**src/rtl/sram_data_encoder.sv**
```systemverilog
// Packs encoded pixel colors into 16-bit SRAM words, pixel 0 in the low field.
// Issues sequential word writes. Optional partial-word flush: SRAM_DATA_ENCODER_FLUSH_EN.
module sram_data_encoder #(
  parameter int PIXEL_PER_ADDR = 4,
  parameter int COLOR_WIDTH    = 4,
  parameter int COUNTER_WIDTH  = 2,
  parameter int ADDR_WIDTH     = 20,
  parameter int BASE_ADDR      = 0,
  parameter int FRAME_WORDS    = 76800
) (
  input  logic                   i_clk,
  input  logic                   i_rst,
  input  logic [COLOR_WIDTH-1:0] i_color,
  input  logic                   i_valid,
  output logic                   o_ready,
  input  logic                   i_frame_start,
  input  logic                   i_flush,
  output logic                   o_wr_req,
  output logic [ADDR_WIDTH-1:0]  o_sram_addr,
  output logic [15:0]            o_sram_data,
  input  logic                   i_wr_gnt,
  output logic                   o_frame_done
);

  localparam logic [COUNTER_WIDTH-1:0] LAST_CNT   = COUNTER_WIDTH'(PIXEL_PER_ADDR - 1);
  localparam logic [ADDR_WIDTH-1:0]    FIRST_ADDR = ADDR_WIDTH'(BASE_ADDR);
  localparam logic [ADDR_WIDTH-1:0]    LAST_ADDR  = ADDR_WIDTH'(BASE_ADDR + FRAME_WORDS - 1);

  logic [15:0]              pack_q;
  logic [15:0]              pack_next;
  logic [COUNTER_WIDTH-1:0] cnt_q;
  logic [COUNTER_WIDTH-1:0] cnt_base;
  logic                     out_valid_q;
  logic [15:0]              data_q;
  logic [ADDR_WIDTH-1:0]    addr_q;
  logic                     frame_done_q;
  logic                     accept;
  logic                     grant;
  logic                     complete;
  logic                     flush_go;
  logic                     flush_block;

  assign accept = i_valid && o_ready;
  assign grant  = out_valid_q && i_wr_gnt;

  // A frame start restarts packing, so a same-cycle pixel lands in field 0.
  always_comb begin
    // NOTE: every output of this block gets a default first, so no path can infer a latch.
    cnt_base  = i_frame_start ? '0 : cnt_q;
    pack_next = i_frame_start ? '0 : pack_q;
    for (int i = 0; i < PIXEL_PER_ADDR; i++) begin
      if (accept && cnt_base == COUNTER_WIDTH'(i))
        pack_next[i*COLOR_WIDTH +: COLOR_WIDTH] = i_color;
    end
  end

  assign complete = accept && (cnt_base == LAST_CNT);

`ifdef SRAM_DATA_ENCODER_FLUSH_EN
  logic flush_pend_q;
  logic flush_req;

  assign flush_req   = i_flush && !i_frame_start && !complete && (cnt_base != '0 || accept);
  assign flush_go    = !i_frame_start && (flush_pend_q || flush_req) && (!out_valid_q || i_wr_gnt);
  assign flush_block = flush_pend_q;

  always_ff @(posedge i_clk) begin
    if (i_rst)                          flush_pend_q <= 1'b0;
    else if (i_frame_start || flush_go) flush_pend_q <= 1'b0;
    else if (flush_req)                 flush_pend_q <= 1'b1;
  end
`else
  logic unused_flush;
  assign unused_flush = i_flush;
  assign flush_go     = 1'b0;
  assign flush_block  = 1'b0;
`endif

  // Registers only: a grant in this cycle never raises o_ready combinationally.
  assign o_ready = !((cnt_q == LAST_CNT) && out_valid_q) && !flush_block;

  always_ff @(posedge i_clk) begin
    // NOTE: non-blocking assignments so every register samples pre-edge values.
    if (i_rst) begin
      pack_q       <= '0;
      cnt_q        <= '0;
      out_valid_q  <= 1'b0;
      data_q       <= '0;
      addr_q       <= FIRST_ADDR;
      frame_done_q <= 1'b0;
    end else begin
      frame_done_q <= 1'b0;
      if (i_frame_start) begin
        addr_q      <= FIRST_ADDR;
        out_valid_q <= 1'b0;
        pack_q      <= pack_next;
        cnt_q       <= accept ? COUNTER_WIDTH'(1) : '0;
      end else begin
        if (grant) begin
          addr_q       <= (addr_q == LAST_ADDR) ? FIRST_ADDR : addr_q + ADDR_WIDTH'(1);
          frame_done_q <= (addr_q == LAST_ADDR);
        end
        if (complete || flush_go) begin
          out_valid_q <= 1'b1;
          data_q      <= pack_next;
          pack_q      <= '0;
          cnt_q       <= '0;
        end else begin
          if (grant)  out_valid_q <= 1'b0;
          if (accept) cnt_q <= cnt_q + COUNTER_WIDTH'(1);
          pack_q <= pack_next;
        end
      end
    end
  end

  assign o_wr_req     = out_valid_q;
  assign o_sram_addr  = addr_q;
  assign o_sram_data  = data_q;
  assign o_frame_done = frame_done_q;

endmodule

```
**config.mk**
```make
export PLATFORM = sky130hd
export DESIGN_NAME = sram_data_encoder
export DESIGN_NICKNAME = d
export VERILOG_FILES = /design/src/rtl/sram_data_encoder.sv
export SDC_FILE = /design/constraint.sdc
export NUM_CORES = 1
export LEC_CHECK = 0
export CORE_MARGIN = 10
export CORE_UTILIZATION = 50
export CTS_CLUSTER_DIAMETER = 40
export DETAILED_ROUTE_END_ITERATION = 8
export HOLD_SLACK_MARGIN = 0.05
export PLACE_DENSITY = 0.77
export SYNTH_ARGS = -nofsm -noshare
export SYNTH_HDL_FRONTEND = slang
export SYNTH_SLANG_ARGS = --single-unit
export TNS_END_PERCENT = 10
```
**constraint.sdc**
```tcl
create_clock -name i_clk -period 1.8 [get_ports i_clk]
set_input_delay 0.36 -clock i_clk [delete_from_list [all_inputs] [get_ports i_clk]]
set_output_delay 0.36 -clock i_clk [all_outputs]
set_load 0.02 [all_outputs]
```
==> results_dict.tcl <==
set metrics [dict create \
    via_count 2021 \
    wire_per_inst_um 15.12 \
    ys_seq_area_frac 0.4497 \
    yosysTopAreaCell "dfxtp_1" \
    h-tree-depth 2 \
    nets 332 \
    clk_pin_slew_ns 0.09 \
    grt_pass1_wl_mm 9.363 \
    utilization 0.6956 \
    design_area_mm2 0.003070 \
    setup_viol 0 \
    start_util 0.5244 \
    grt_pass1_vias 2027 \
    io_pins 49 \
    slowest_stage "clkdlybuf4s50_1" \
    yosys_register_bits 52 \
    postCtsSetupBuffers 0 \
    outcome "finished, final reports clean" \
    synth_common_cells "dfxtp_1, nor2_1, nand2_1" \
    antenna_found_initial 0 \
    timing.hold.ws_ns 0.4669 \
    worstPathCellList "clkdlybuf4s50_1" \
    hold_buffers 0 \
    path_class "register to output pin" \
    area_growth_pct 32.65 \
    hold_violations 0 \
    synthDistinctLibCells 43 \
    fillers 361 \
    gp_congestion 0.8494 \
    min_period_over_period 0.9745 \
    clk_latency_ns 0.30 \
    arrival_ns 1.39 \
    period_minus_slack_ns 1.754 \
    cts_tree "yes" \
    tightest_slew_ns 0.3126 \
    endpoint_kind "output pin" \
    worst-path-buf-inv 1 \
    grt_max_degree 22 \
    p_total_mw 2.059 \
    ys_top_cells_by_area "dfxtp_1, mux2i_1, nor2_1" \
    placed_area_mm2 0.002953 \
    drt-total-wl_mm 5.639 \
    antenna_cells 0 \
    syn-cell-area_mm2 0.002315 \
    relSlewSlack 0.7897 \
    root_buffer "clkbuf_8" \
    fp.dieArea_mm2 0.007751 \
    drv_cap 0 \
    drv_slew 0 \
    grt_overflow 0 \
    critical_path_required_ns 1.44 \
    peakVddDrop_uv 487.3 \
    synth-edff-count 0 \
    ant_nets 0 \
    synth_most_common_cell "dfxtp_1" \
    cts_sinks 52 \
    syn_area_per_cell_um2 9.077 \
    cts_inserted_buffers 5 \
    synthFlopType "dfxtp_1" \
    vias_per_cell 5.418 \
    cp_max_fo 6 \
    grt_usage 0.1477 \
    rows 24 \
    io_buffer_count 47 \
    synth_fp_nets 267 \
    p_leak_nw 1.346 \
    die_h_um 88.04 \
    rsz0062_at_grt "no" \
    coreArea_mm2 0.004414 \
    hpwl_mm 4.219 \
    yosysTopAreaCellShare 0.4497 \
    holdCritPathClass "register to register" \
    drc 0 \
    skew_ns 0.004860 \
    syn_inst 255 \
    drive_gt1_frac 0.1246 \
    cp-start-kind "register" \
    crit_family "buffers and inverters" \
    die_width_um 88.04 \
    initialDrtViolationCount 145 \
    dr.pass1.iters 4 \
    cp_slowest_stage_delay_ns 0.65 \
    async_flop_share 0 \
    ys_warn_count 0 \
    p_per_area_mw_per_mm2 670.5 \
    fmax_ghz 0.5701 \
    clk_path_buf_depth 2 \
]
==> logic make-up (layout without fill, tap and decap cells) <==
family                   after synthesis  in the layout  synth area share
AO/OA/AOI/OAI                         31             31           0.09135
XOR/XNOR                              14             14           0.05297
adder cells (fa/ha/maj)                2              2           0.01081
buffers and inverters                 15             81           0.03837
flip-flops                            52             52            0.4497
multiplexers                          15             15           0.06486
AND/OR/NAND/NOR                      126            126            0.2919
==> per-layer routing <==
layer / vias to the layer above / track usage / wire (um)
li1: 1027 / - / -
met1: 950 / 0.1632 / 2471
met2: 42 / 0.2579 / 2809
met3: 2 / 0.05107 / 331
met4: 0 / 0.04993 / 27
met5: - / 0 / 0
==> final cells by class <==
cell class	instances	area, um^2	area share
multi-input cells	188	1185	0.3859
flip-flops and latches	52	1041	0.3390
repair buffers	72	668.1	0.2176
clock buffers	6	72.57	0.02363
well taps	52	65.06	0.02119
clock inverters	2	35.03	0.01141
inverters	1	3.754	0.001222
==> layout by cell type, fill, tap and decap left out, types with 2 or more instances in the layout <==
cell / netlist / layout
a211oi_1: 11 / 11
a21oi_1: 11 / 11
and3_1: 3 / 3
and4_1: 3 / 3
buf_4: 0 / 25
clkbuf_8: 1 / 5
clkdlybuf4s50_1: 0 / 34
dfxtp_1: 52 / 52
dlygate4sd2_1: 0 / 6
dlymetal6s2s_1: 0 / 7
ha_1: 2 / 2
mux2i_1: 15 / 15
nand2_1: 26 / 26
nand2b_1: 2 / 2
nand3_1: 4 / 4
nand4_1: 10 / 10
nand4b_1: 2 / 2
nor2_1: 34 / 34
nor2b_1: 13 / 13
nor3_1: 15 / 15
nor4_1: 3 / 3
o211a_1: 2 / 2
xnor2_1: 7 / 7
xor2_1: 7 / 7
==> metrics by stage <==
| stage | worst slack, ns | cells | setup TNS, ns |
|---|---|---|---|
| after floorplan | 0.1136 | 255 | 0 |
| after detailed placement | -0.1617 | 365 | -2.624 |
| after CTS | 0.008423 | 373 | 0 |
| final | 0.04590 | 373 | 0 |
| after global routing | 0.006327 | 373 | 0 |
| after global placement | -0.06883 | 365 | -1.496 |
==> registers in the layout, summed over array words and instances (netlist names) <==
name          count
o_wr_req          1
o_frame_done      1
o_sram_addr      20
pack_q           12
o_sram_data      16
cnt_q             2
==> final timing paths <==
kind                        start         endpoint  slack, ns  cells past startpoint
hold / removal     o_sram_data[7]   o_sram_data[7]       0.47                      2
setup / recovery  o_sram_addr[10]  o_sram_addr[10]       0.05                      1
setup reg to reg         cnt_q[1]        pack_q[8]       0.09                      7
hold reg to reg    o_sram_data[7]   o_sram_data[7]       0.47                      2
==> timing repair <==
| item | 4_1_cts | 5_1_grt |
|---|---|---|
| pin swaps | 0 | 0 |
| setup endpoints to repair | 6 | 7 |
| gates resized for setup | 6 | 7 |
==> power breakdown <==
group	leakage [nW]	switching (mW)	internal, mW
Clock	0.0552	0.367	0.413
Combinational	0.871	0.0613	0.0539
Sequential	0.420	0.00435	1.16
Total	1.35	0.433	1.63
Note: power is estimated with default switching activity, not from simulation.
